[src/rtl/instr_reg_ctrl_if.sv]
// Request interface between the two instruction requesters and instr_reg_ctrl.
//
// Handshake: req[i] is a level request (a "valid") that stays high with its
// opcode/operands stable until gnt[i] is seen. gnt[i] is the "ready"; the
// instruction transfers in the cycle where req[i] && gnt[i] are both high.
// The requester drops req[i] or changes its payload only after that cycle.
// rej is high together with gnt when the accepted instruction is discarded.
interface instr_reg_ctrl_if #(
    parameter int OP_W  = 32,
    parameter int OPC_W = 4
);
    logic [1:0]             req;
    logic [OPC_W-1:0]       req_opcode0;
    logic [OPC_W-1:0]       req_opcode1;
    logic signed [OP_W-1:0] req_a0;
    logic signed [OP_W-1:0] req_a1;
    logic signed [OP_W-1:0] req_b0;
    logic signed [OP_W-1:0] req_b1;
    logic [1:0]             gnt;
    logic                   rej;

    modport master (
        output req, req_opcode0, req_opcode1, req_a0, req_a1, req_b0, req_b1,
        input  gnt, rej
    );

    modport slave (
        input  req, req_opcode0, req_opcode1, req_a0, req_a1, req_b0, req_b1,
        output gnt, rej
    );
endinterface

[src/rtl/instr_reg_ctrl.sv]
// Write/readback controller for the instruction register: round-robin
// arbitration of two requesters onto one write port, write pointer and
// occupancy tracking, and an in-order readback sweep of the loaded entries.
// busy reflects the FSM state (high in READBACK).
module instr_reg_ctrl #(
    parameter int DEPTH  = 32,
    parameter int ADDR_W = 5,
    parameter int OP_W   = 32,
    parameter int OPC_W  = 4
) (
    input  logic                   clk,
    input  logic                   reset,
    instr_reg_ctrl_if.slave        bus,
    input  logic                   clear,
    input  logic                   rb_start,
    output logic                   load_en,
    output logic [OPC_W-1:0]       opcode,
    output logic signed [OP_W-1:0] operand_a,
    output logic signed [OP_W-1:0] operand_b,
    output logic [ADDR_W-1:0]      write_pointer,
    output logic [ADDR_W-1:0]      read_pointer,
    output logic                   rb_valid,
    output logic                   rb_done,
    output logic [ADDR_W:0]        count,
    output logic                   full,
    output logic                   busy
);

    typedef enum logic {
        S_IDLE     = 1'b0,
        S_READBACK = 1'b1
    } state_t;

    localparam logic [OPC_W-1:0] OPC_DIV = OPC_W'(6);
    localparam logic [OPC_W-1:0] OPC_MOD = OPC_W'(7);
    localparam logic [ADDR_W:0]  DEPTH_C = (ADDR_W+1)'(DEPTH);
    localparam logic [ADDR_W:0]  ONE_C   = (ADDR_W+1)'(1);

    state_t                 state_q;
    state_t                 state_d;
    logic [ADDR_W-1:0]      wr_ptr_q;
    logic                   pref_q;     // requester that wins a tie

    logic                   accept;
    logic                   win;
    logic [OPC_W-1:0]       sel_opc;
    logic signed [OP_W-1:0] sel_a;
    logic signed [OP_W-1:0] sel_b;
    logic                   reject;
    logic                   load_fire;
    logic                   last_entry;
    logic                   rb_valid_d;
    logic                   rb_done_d;
    logic [ADDR_W-1:0]      rd_ptr_d;

    assign full       = (count == DEPTH_C);
    assign busy       = (state_q == S_READBACK);
    assign last_entry = ({1'b0, read_pointer} == (count - ONE_C));

    // State register.
    always_ff @(posedge clk) begin
        if (reset) state_q <= S_IDLE;
        else       state_q <= state_d;
    end

    // Next state: clear wins over rb_start; an empty register never enters READBACK.
    always_comb begin
        state_d = state_q;
        case (state_q)
            S_IDLE:     if (rb_start && !clear && (count != '0)) state_d = S_READBACK;
            S_READBACK: if (last_entry) state_d = S_IDLE;
            default:    state_d = S_IDLE;
        endcase
    end

    // Outputs: arbitration, reject detection and next readback strobes.
    always_comb begin
        accept     = (state_q == S_IDLE) && !full && !clear && !rb_start && (bus.req != 2'b00);
        win        = (bus.req == 2'b11) ? pref_q : bus.req[1];
        sel_opc    = win ? bus.req_opcode1 : bus.req_opcode0;
        sel_a      = win ? bus.req_a1      : bus.req_a0;
        sel_b      = win ? bus.req_b1      : bus.req_b0;
        reject     = accept && ((sel_opc == OPC_DIV) || (sel_opc == OPC_MOD)) && (sel_b == '0);
        load_fire  = accept && !reject;
        bus.gnt    = accept ? (win ? 2'b10 : 2'b01) : 2'b00;
        bus.rej    = reject;
        rb_valid_d = 1'b0;
        rb_done_d  = 1'b0;
        rd_ptr_d   = read_pointer;
        case (state_q)
            S_IDLE: begin
                if (rb_start && !clear) begin
                    if (count != '0) begin
                        rb_valid_d = 1'b1;
                        rd_ptr_d   = '0;
                    end else begin
                        rb_done_d  = 1'b1;
                    end
                end
            end
            S_READBACK: begin
                if (last_entry) begin
                    rb_done_d  = 1'b1;
                end else begin
                    rb_valid_d = 1'b1;
                    rd_ptr_d   = read_pointer + 1'b1;
                end
            end
            default: ;
        endcase
    end

    // Datapath: register-port outputs, pointers, occupancy and arbitration priority.
    always_ff @(posedge clk) begin
        if (reset) begin
            load_en       <= 1'b0;
            opcode        <= '0;
            operand_a     <= '0;
            operand_b     <= '0;
            write_pointer <= '0;
            read_pointer  <= '0;
            rb_valid      <= 1'b0;
            rb_done       <= 1'b0;
            count         <= '0;
            wr_ptr_q      <= '0;
            pref_q        <= 1'b0;
        end else begin
            load_en      <= load_fire;
            rb_valid     <= rb_valid_d;
            rb_done      <= rb_done_d;
            read_pointer <= rd_ptr_d;
            // Rejected grants still rotate priority.
            if (accept) pref_q <= ~win;
            if (load_fire) begin
                opcode        <= sel_opc;
                operand_a     <= sel_a;
                operand_b     <= sel_b;
                write_pointer <= wr_ptr_q;
                wr_ptr_q      <= wr_ptr_q + 1'b1;
                count         <= count + ONE_C;
            end else if ((state_q == S_IDLE) && clear) begin
                wr_ptr_q <= '0;
                count    <= '0;
            end
        end
    end

endmodule

[src/flat_wrapper.sv]
// flat-port wrapper written by rule: the top's interface ports become plain ports
module instr_reg_ctrl_flat 
#(
    parameter int DEPTH  = 32,
    parameter int ADDR_W = 5,
    parameter int OP_W   = 32,
    parameter int OPC_W  = 4
)
  (clk, reset, clear, rb_start, load_en, opcode, operand_a, operand_b, write_pointer, read_pointer, rb_valid, rb_done, count, full, busy, bus_req, bus_req_opcode0, bus_req_opcode1, bus_req_a0, bus_req_a1, bus_req_b0, bus_req_b1, bus_gnt, bus_rej);
  instr_reg_ctrl_if #(.OP_W(OP_W), .OPC_W(OPC_W)) bus_i ();
  input  logic clk;
  input  logic reset;
  input  logic clear;
  input  logic rb_start;
  output logic load_en;
  output logic [OPC_W-1:0] opcode;
  output logic signed [OP_W-1:0] operand_a;
  output logic signed [OP_W-1:0] operand_b;
  output logic [ADDR_W-1:0] write_pointer;
  output logic [ADDR_W-1:0] read_pointer;
  output logic rb_valid;
  output logic rb_done;
  output logic [ADDR_W:0] count;
  output logic full;
  output logic busy;
  input wire logic [$bits(bus_i.req)-1:0] bus_req;
  input wire logic [$bits(bus_i.req_opcode0)-1:0] bus_req_opcode0;
  input wire logic [$bits(bus_i.req_opcode1)-1:0] bus_req_opcode1;
  input wire logic [$bits(bus_i.req_a0)-1:0] bus_req_a0;
  input wire logic [$bits(bus_i.req_a1)-1:0] bus_req_a1;
  input wire logic [$bits(bus_i.req_b0)-1:0] bus_req_b0;
  input wire logic [$bits(bus_i.req_b1)-1:0] bus_req_b1;
  output wire logic [$bits(bus_i.gnt)-1:0] bus_gnt;
  output wire logic [$bits(bus_i.rej)-1:0] bus_rej;
  assign bus_i.req = bus_req;
  assign bus_i.req_opcode0 = bus_req_opcode0;
  assign bus_i.req_opcode1 = bus_req_opcode1;
  assign bus_i.req_a0 = bus_req_a0;
  assign bus_i.req_a1 = bus_req_a1;
  assign bus_i.req_b0 = bus_req_b0;
  assign bus_i.req_b1 = bus_req_b1;
  assign bus_gnt = bus_i.gnt;
  assign bus_rej = bus_i.rej;
  instr_reg_ctrl #(.DEPTH(DEPTH), .ADDR_W(ADDR_W), .OP_W(OP_W), .OPC_W(OPC_W)) u_core (.clk(clk), .reset(reset), .bus(bus_i), .clear(clear), .rb_start(rb_start), .load_en(load_en), .opcode(opcode), .operand_a(operand_a), .operand_b(operand_b), .write_pointer(write_pointer), .read_pointer(read_pointer), .rb_valid(rb_valid), .rb_done(rb_done), .count(count), .full(full), .busy(busy));
endmodule
[config.mk]
export PLATFORM = sky130hd
export DESIGN_NAME = instr_reg_ctrl_flat
export DESIGN_NICKNAME = d
export VERILOG_FILES = /design/src/rtl/instr_reg_ctrl_if.sv /design/src/rtl/instr_reg_ctrl.sv /design/src/flat_wrapper.sv
export SDC_FILE = /design/constraint.sdc
export NUM_CORES = 1
export LEC_CHECK = 0
export CAP_MARGIN = 20
export CORE_MARGIN = 3
export CORE_UTILIZATION = 37
export CTS_CLUSTER_SIZE = 14
export DETAILED_ROUTE_END_ITERATION = 10
export PLACE_DENSITY = 0.75
export SKIP_LAST_GASP = 1
export SYNTH_ARGS = -nofsm -noshare
export SYNTH_HDL_FRONTEND = slang
export SYNTH_SLANG_ARGS = --single-unit
[constraint.sdc]
create_clock -name clk -period 1.8 [get_ports clk]
set_input_delay 0.18 -clock clk [delete_from_list [all_inputs] [get_ports clk]]
set_output_delay 0.18 -clock clk [all_outputs]
set_load 0.05 [all_outputs]
### Word level (Yosys, flattened, before mapping)

Cells that the tools add are included.

* register bits after elaboration: 94
* input bits: 142
* logic and storage cells: 70

* $add $sub $neg: 4
* eq/ne operators: 8
* muxes and demuxes: 24
* bitwise logic cells: 2
* reduce and logical (&&, ||, !) cells: 20

Operators by type and width (number)
* 32-bit two-way mux: 2
* 32-bit logical NOT: 1
* 5-bit two-way mux: 5
* 6-bit two-way mux: 2
* 5-bit by 1-bit adder with 5-bit output (second input constant): 2
* 1-bit logical AND: 10
* 5-bit one-hot mux with 2 select lines: 1
* 4-bit by 3-bit equality test with 1-bit output (second input constant): 2
* 1-bit two-way mux: 8
* 6-bit by 1-bit adder with 6-bit output (second input constant): 1
* 5-bit by 6-bit equality test with 1-bit output: 1
* 6-bit equality test (second input constant): 1
* 2-bit inequality test (second input constant): 3
* 1-bit one-hot mux with 2 select lines: 3
* 6-bit nonzero test: 1
* 6-bit by 1-bit subtractor with 6-bit output (second input constant): 1
* 1-bit logical NOT: 4
* 2-bit two-way mux: 2
* 4-bit two-way mux: 1
* 2-bit nonzero test: 2
* 3-bit AND reduction: 1
* 2-bit equality test (second input constant): 1
* 1-bit NOT: 2
* 1-bit logical OR: 1

### Longest topological paths before layout

* word-level depth: 11
* depth in mapped cells: 9

### Worst setup path after synthesis

No wires, ideal clock.

* kind: reg2reg
* start point: register u_core.count[0]
* end point: register u_core.pref_q
* arrival time: 2.562 ns
* required time: 1.646 ns
* setup slack: -0.916 ns
* stages on the path, launching flop included: 9
* path buffers: 1
* period minus slack after synthesis: 2.716 ns
* path through: dfxtp_1 > inv_1 > ha_1 > nor4b_1 > nand2_1 > nand2_1 > clkbuf_1 > nor2_1 > nor2_1

* word-level cells in the longest chain between the ends: 6

RTL lines
* from (decl): RTL line instr_reg_ctrl.sv:24 `output logic [ADDR_W:0] count,`
* from (signal assigned): RTL line instr_reg_ctrl.sv:140 `count <= count + ONE_C;`
* 6-bit equality test: RTL line instr_reg_ctrl.sv:56 `assign full = (count == DEPTH_C);`
* 1-bit logical NOT: RTL line instr_reg_ctrl.sv:78 `accept = (state_q == S_IDLE) && !full && !clear && !rb_start && (bus.req != 2'b00);`
* 1-bit logical AND (4 in series): RTL line instr_reg_ctrl.sv:78
* to (signal assigned): RTL line instr_reg_ctrl.sv:133 `if (accept) pref_q <= ~win;`
* to (decl): RTL line instr_reg_ctrl.sv:42 `logic pref_q;`

No other way between the ends.
A chain may end at the register's enable or synchronous reset.

### Worst setup path after layout

* start point: input port bus_req_b1[6]
* end point: output port bus_rej

* word-level cells in the longest chain between the ends: 3

RTL lines
* from (decl): RTL line flat_wrapper.sv:32 `input wire logic [$bits(bus_i.req_b1)-1:0] bus_req_b1;`
* 32-bit two-way mux: RTL line instr_reg_ctrl.sv:82 `sel_b = win ? bus.req_b1 : bus.req_b0;`
* 32-bit logical NOT: RTL line instr_reg_ctrl.sv:83 `reject = accept && ((sel_opc == OPC_DIV) || (sel_opc == OPC_MOD)) && (sel_b == '0);`
* 1-bit logical AND: RTL line instr_reg_ctrl.sv:83
* to (decl): RTL line flat_wrapper.sv:34 `output wire logic [$bits(bus_i.rej)-1:0] bus_rej;`

No other way between the ends.

==> summary.md <==
| Metric | Value |
|---|---|
| Status | `finished, violations left` |
| Violations in the final reports | `negative setup slack` |
| Combinational Power Share | `32.1%` |
| Proportion of layout cells with a drive suffix above 1 | `a little over a third` |
| Number of fillers in the final layout | `between 800 and 900` |
| Prevailing post-synth register cell | `dfxtp_1` |
| Biggest area consumer among synthesized cells | `dfxtp_1` |
| Total negative setup slack | `-6615 ps` |
| Path type of the worst min-delay path | `primary input to flip-flop` |
| Type of element launching the critical path | `primary input` |
| Part of the cycle the worst path needs | `109.6%` |
| Maximum achievable frequency | `0.5067 GHz` |
| Synth Register Bits | `93` |
| Most frequent cells in the layout | `clkdlybuf4s50_1, dfxtp_1, mux2i_1, buf_4, a211oi_2` |
| Unrepaired setup endpoints after global routing | `true` |
| Die outline width | `118.5 um` |
| Clock-pin slew reported for the worst setup and hold paths after clock tree synthesis | `roughly 70 ps` |
| Total area of sequential cells | `1881 sq um` |
| Via-per-instance ratio | `5.622` |
| Floorplan Core Area | `approximately 12000 sq um` |
| Synthesis-to-finish area growth | `99.17%` |
| Worst Reg-to-Reg Cells | `10` |
| Overflow left after global routing | `0` |
| Number of input and output port buffers inserted | `233` |
| Area occupied by multi-input gates | `3586 sq um` |
| Cell Rows | `40` |
| Vias in the first global route | `5748` |
| Ys Warns | `0` |
| Worst VDD drop | `between 0.4 and 0.5 mV` |
| DR vias | `5487` |
| Internal | `4.016 mW` |
| Dominant combinational cell family by area after synthesis | `compound AO/OA/AOI/OAI gates` |
| Initial Utilization | `38.34%` |
| First-pass iteration count of the detailed router | `5` |
| Proportion of synthesized flip-flops having asynchronous set or reset | `0%` |
| Complex-gate fraction of the synthesized area | `25.23%` |
| Commonest non-fill, non-tap cell in the layout | `clkdlybuf4s50_1` |
| Number of instances in the synthesized netlist | `517` |
| Share of the synthesized area in the top cell type | `between 30% and 40%` |
| WL/cell | `20.38 um` |
| Beginning of the worst hold path | `reset` |
| Total Die Area | `between 10000 and 15000 sq um` |
| Initial DRC Count | `about 280` |
| Worst Setup End Kind | `primary output` |
| Post-Route Hold Slack | `between 150 and 200 ps` |
| Design Area, Final | `approximately 9300 sq um` |
| Reg-to-Reg Start | `u_core.pref_q` |
| Critical register-to-register path endpoint | `u_core.operand_b[29]` |
| Post-detailed-route DRC marker count | `0` |
| Flop2flop setup slack | `-170 ps` |
| Cts bufs inserted | `9` |
| Number of clock sinks seen by CTS | `93` |
| Crit path time final | `between 1500 and 2000 ps` |
| Count of final max-slew check failures | `0` |
| Endpoint of the worst hold-timing path | `u_core.load_en` |
| H-tree level count | `3` |
| Power per cell area | `about 640 nW/um^2` |
| Clock tree from TritonCTS | `built` |
| Mean post-synth cell area | `9.056 sq um` |
| Post-layout utilization of the core | `76.36%` |
| Placement-stage cell area | `7635 sq um` |
| Hpwl dp | `12.87 mm` |
| Worst endpoint required time | `between 1500 and 2000 ps` |
| P_sw | `1.918 mW` |
| Die H | `around 120 um` |
| I/O pin count | `234` |
| RD Place Congestion | `0.8732` |
| Buffer type at the clock tree root | `clkbuf_16` |
| Wire length of the first global-routing pass | `roughly 30 mm` |
| Portion of total power attributed to the clock network | `29.8%` |
| Max-slew headroom at the worst pin | `60.03%` |
| Initial antenna violation count | `0` |
| Final setup margin | `-173.6 ps` |
| Tightest Pin Transition | `599.6 ps` |
| Hold Fails Final Rpt | `0` |
| Pin count of the biggest net entering global routing | `43` |
| Register area share after synthesis | `a little under 40%` |
| Share of synthesized area spent on multiplexers | `about 15%` |
| Buffer depth of the longest clock path | `2` |
| Clock network latency to the later pin of the worst-skew pair | `340 ps` |
| Number of enable flip-flop cells after synthesis | `0` |
| Xor and xnor area share after synthesis | `between 1 and 1.5%` |
| Synthesized-area fraction occupied by adder cells | `1.336%` |
| Cell count of the worst hold path | `2` |
| WS Path Type | `primary input to primary output` |
| Number of routed nets with antenna violations | `0` |
| Worst-case clock skew | `10.01 ps` |
| Diode count | `0` |
| Number of distinct library cell variants in the gate-level netlist after synthesis | `42` |
| Routed wire length | `19.89 mm` |
| Net count of the finished layout | `950` |
| Aggregate global-route resource usage | `25.52%` |
| Sequential share of power | `38.1%` |
| Critical path data arrival time | `1790 ps` |
| Switching power share of the total | `32.32%` |
| Number of endpoints failing setup at the final stage | `84` |
| P_leak | `roughly 3.8 nW` |
| Total power consumption of the routed design | `slightly below 6 mW` |
| Netlist area before placement | `4682 sq um` |
| Number of violations of the max-capacitance limit | `0` |
| Basic-gate share of the synthesized area counting and, or, nand and nor cells | `about an eighth` |
| Maximum fanout encountered on the critical timing path | `2` |
| Total of hold buffers inserted after clock tree synthesis | `0` |
| Leading post-synthesis cells by cell area | `dfxtp_1, mux2i_1, a211oi_1, a21oi_1, buf_2` |
| Synth Net Count | `664` |
power by group through the flow:
stage / Sequential (mW) / Combinational, mW / Clock (mW)
floorplan: 2.65 / 0.447 / 0
CTS: 2.24 / 1.74 / 1.76
finish: 2.26 / 1.91 / 1.77
global placement: 2.27 / 1.54 / 0
global route: 2.27 / 1.99 / 1.85
detailed placement: 2.27 / 1.57 / 0
cells in the mapped netlist, drive strengths merged, types with 2 or more instances:
library cell / count
o211ai: 9
nor2: 18
and4: 3
and2: 4
or2: 2
a21o: 2
a2111oi: 2
nor3: 2
clkbuf: 21
nor4b: 5
nand3: 13
o31ai: 3
inv: 6
or3: 3
a21bo: 2
nor2b: 2
a211oi: 70
nand4: 5
xnor2: 4
nand2b: 8
and3: 2
nand2: 16
mux2i: 71
o21ai: 10
ha: 5
buf: 29
xor2: 4
o2111ai: 2
a21oi: 82
nor4: 13
dfxtp: 93
state kept, by name, summed over array words and instances, names as in the netlist:
register / count
u_core.wr_ptr_q: 5
u_core.load_en: 1
u_core.opcode: 4
u_core.write_pointer: 5
u_core.read_pointer: 5
u_core.rb_valid: 1
u_core.operand_a: 32
u_core.rb_done: 1
u_core.operand_b: 32
u_core.count: 6
u_core.pref_q: 1
critical path, cell delays in order:
cell	delay [ps]
clkdlybuf4s50_1	470
nor4_4	200
nand4_1	190
mux2i_4	230
nand3_4	120
buf_6	150
nor2_4	100
buf_12	140
area by class of cell:
| cell class | count | area share [%] |
|---|---|---|
| Inverter | 6 | 0.2683 |
| Clock buffer | 14 | 2.724 |
| Sequential cell | 93 | 20.17 |
| Clock inverter | 2 | 0.1073 |
| Tap cell | 168 | 2.254 |
| Multi-Input combinational cell | 368 | 38.45 |
| Timing Repair Buffer | 325 | 36.03 |
through the flow:
step | cells | setup WS [ps]
global placement | 931 | -624.1
detailed placement | 931 | -648.3
floorplan | 517 | -196.2
global route | 976 | -283.8
CTS | 969 | -147.0
finish | 976 | -173.6
cell families after synthesis:
group                    Yosys count
AND/OR/NAND/NOR                   99
flip-flops                        93
multiplexers                      71
AO/OA/AOI/OAI                    185
adder cells (fa/ha/maj)            5
buffers and inverters             56
XOR/XNOR                           8
repair_timing:
| action | CTS | global route |
|---|---|---|
| buffers inserted | 21 | 5 |
| endpoints found under the setup margin | 97 | 98 |
| cloned | 6 | 4 |
| gates resized for setup | 170 | 107 |
| pin swaps | 32 | 10 |
layer usage:
layer,global-route usage (%),vias to the layer above,routed length (um)
met2,46.84,222,10530
li1,-,2532,-
met5,0,-,0
met3,6.029,44,1327
met1,29.37,2689,7478
met4,7.458,0,553
worst max-delay path by stage:
stage	start	end	depth (start not counted)
3_5_place_dp	bus_req_b0[16]	u_core.write_pointer[1]	10
2_1_floorplan	u_core.count[3]	u_core.read_pointer[3]	6
5_1_grt	u_core.pref_q	u_core.operand_b[29]	10
4_1_cts	u_core.count[0]	u_core.read_pointer[3]	6
6_report	bus_req_b1[6]	bus_rej	8
3_3_place_gp	bus_req_b1[29]	u_core.write_pointer[1]	10
(Power assumes the default switching activity.)
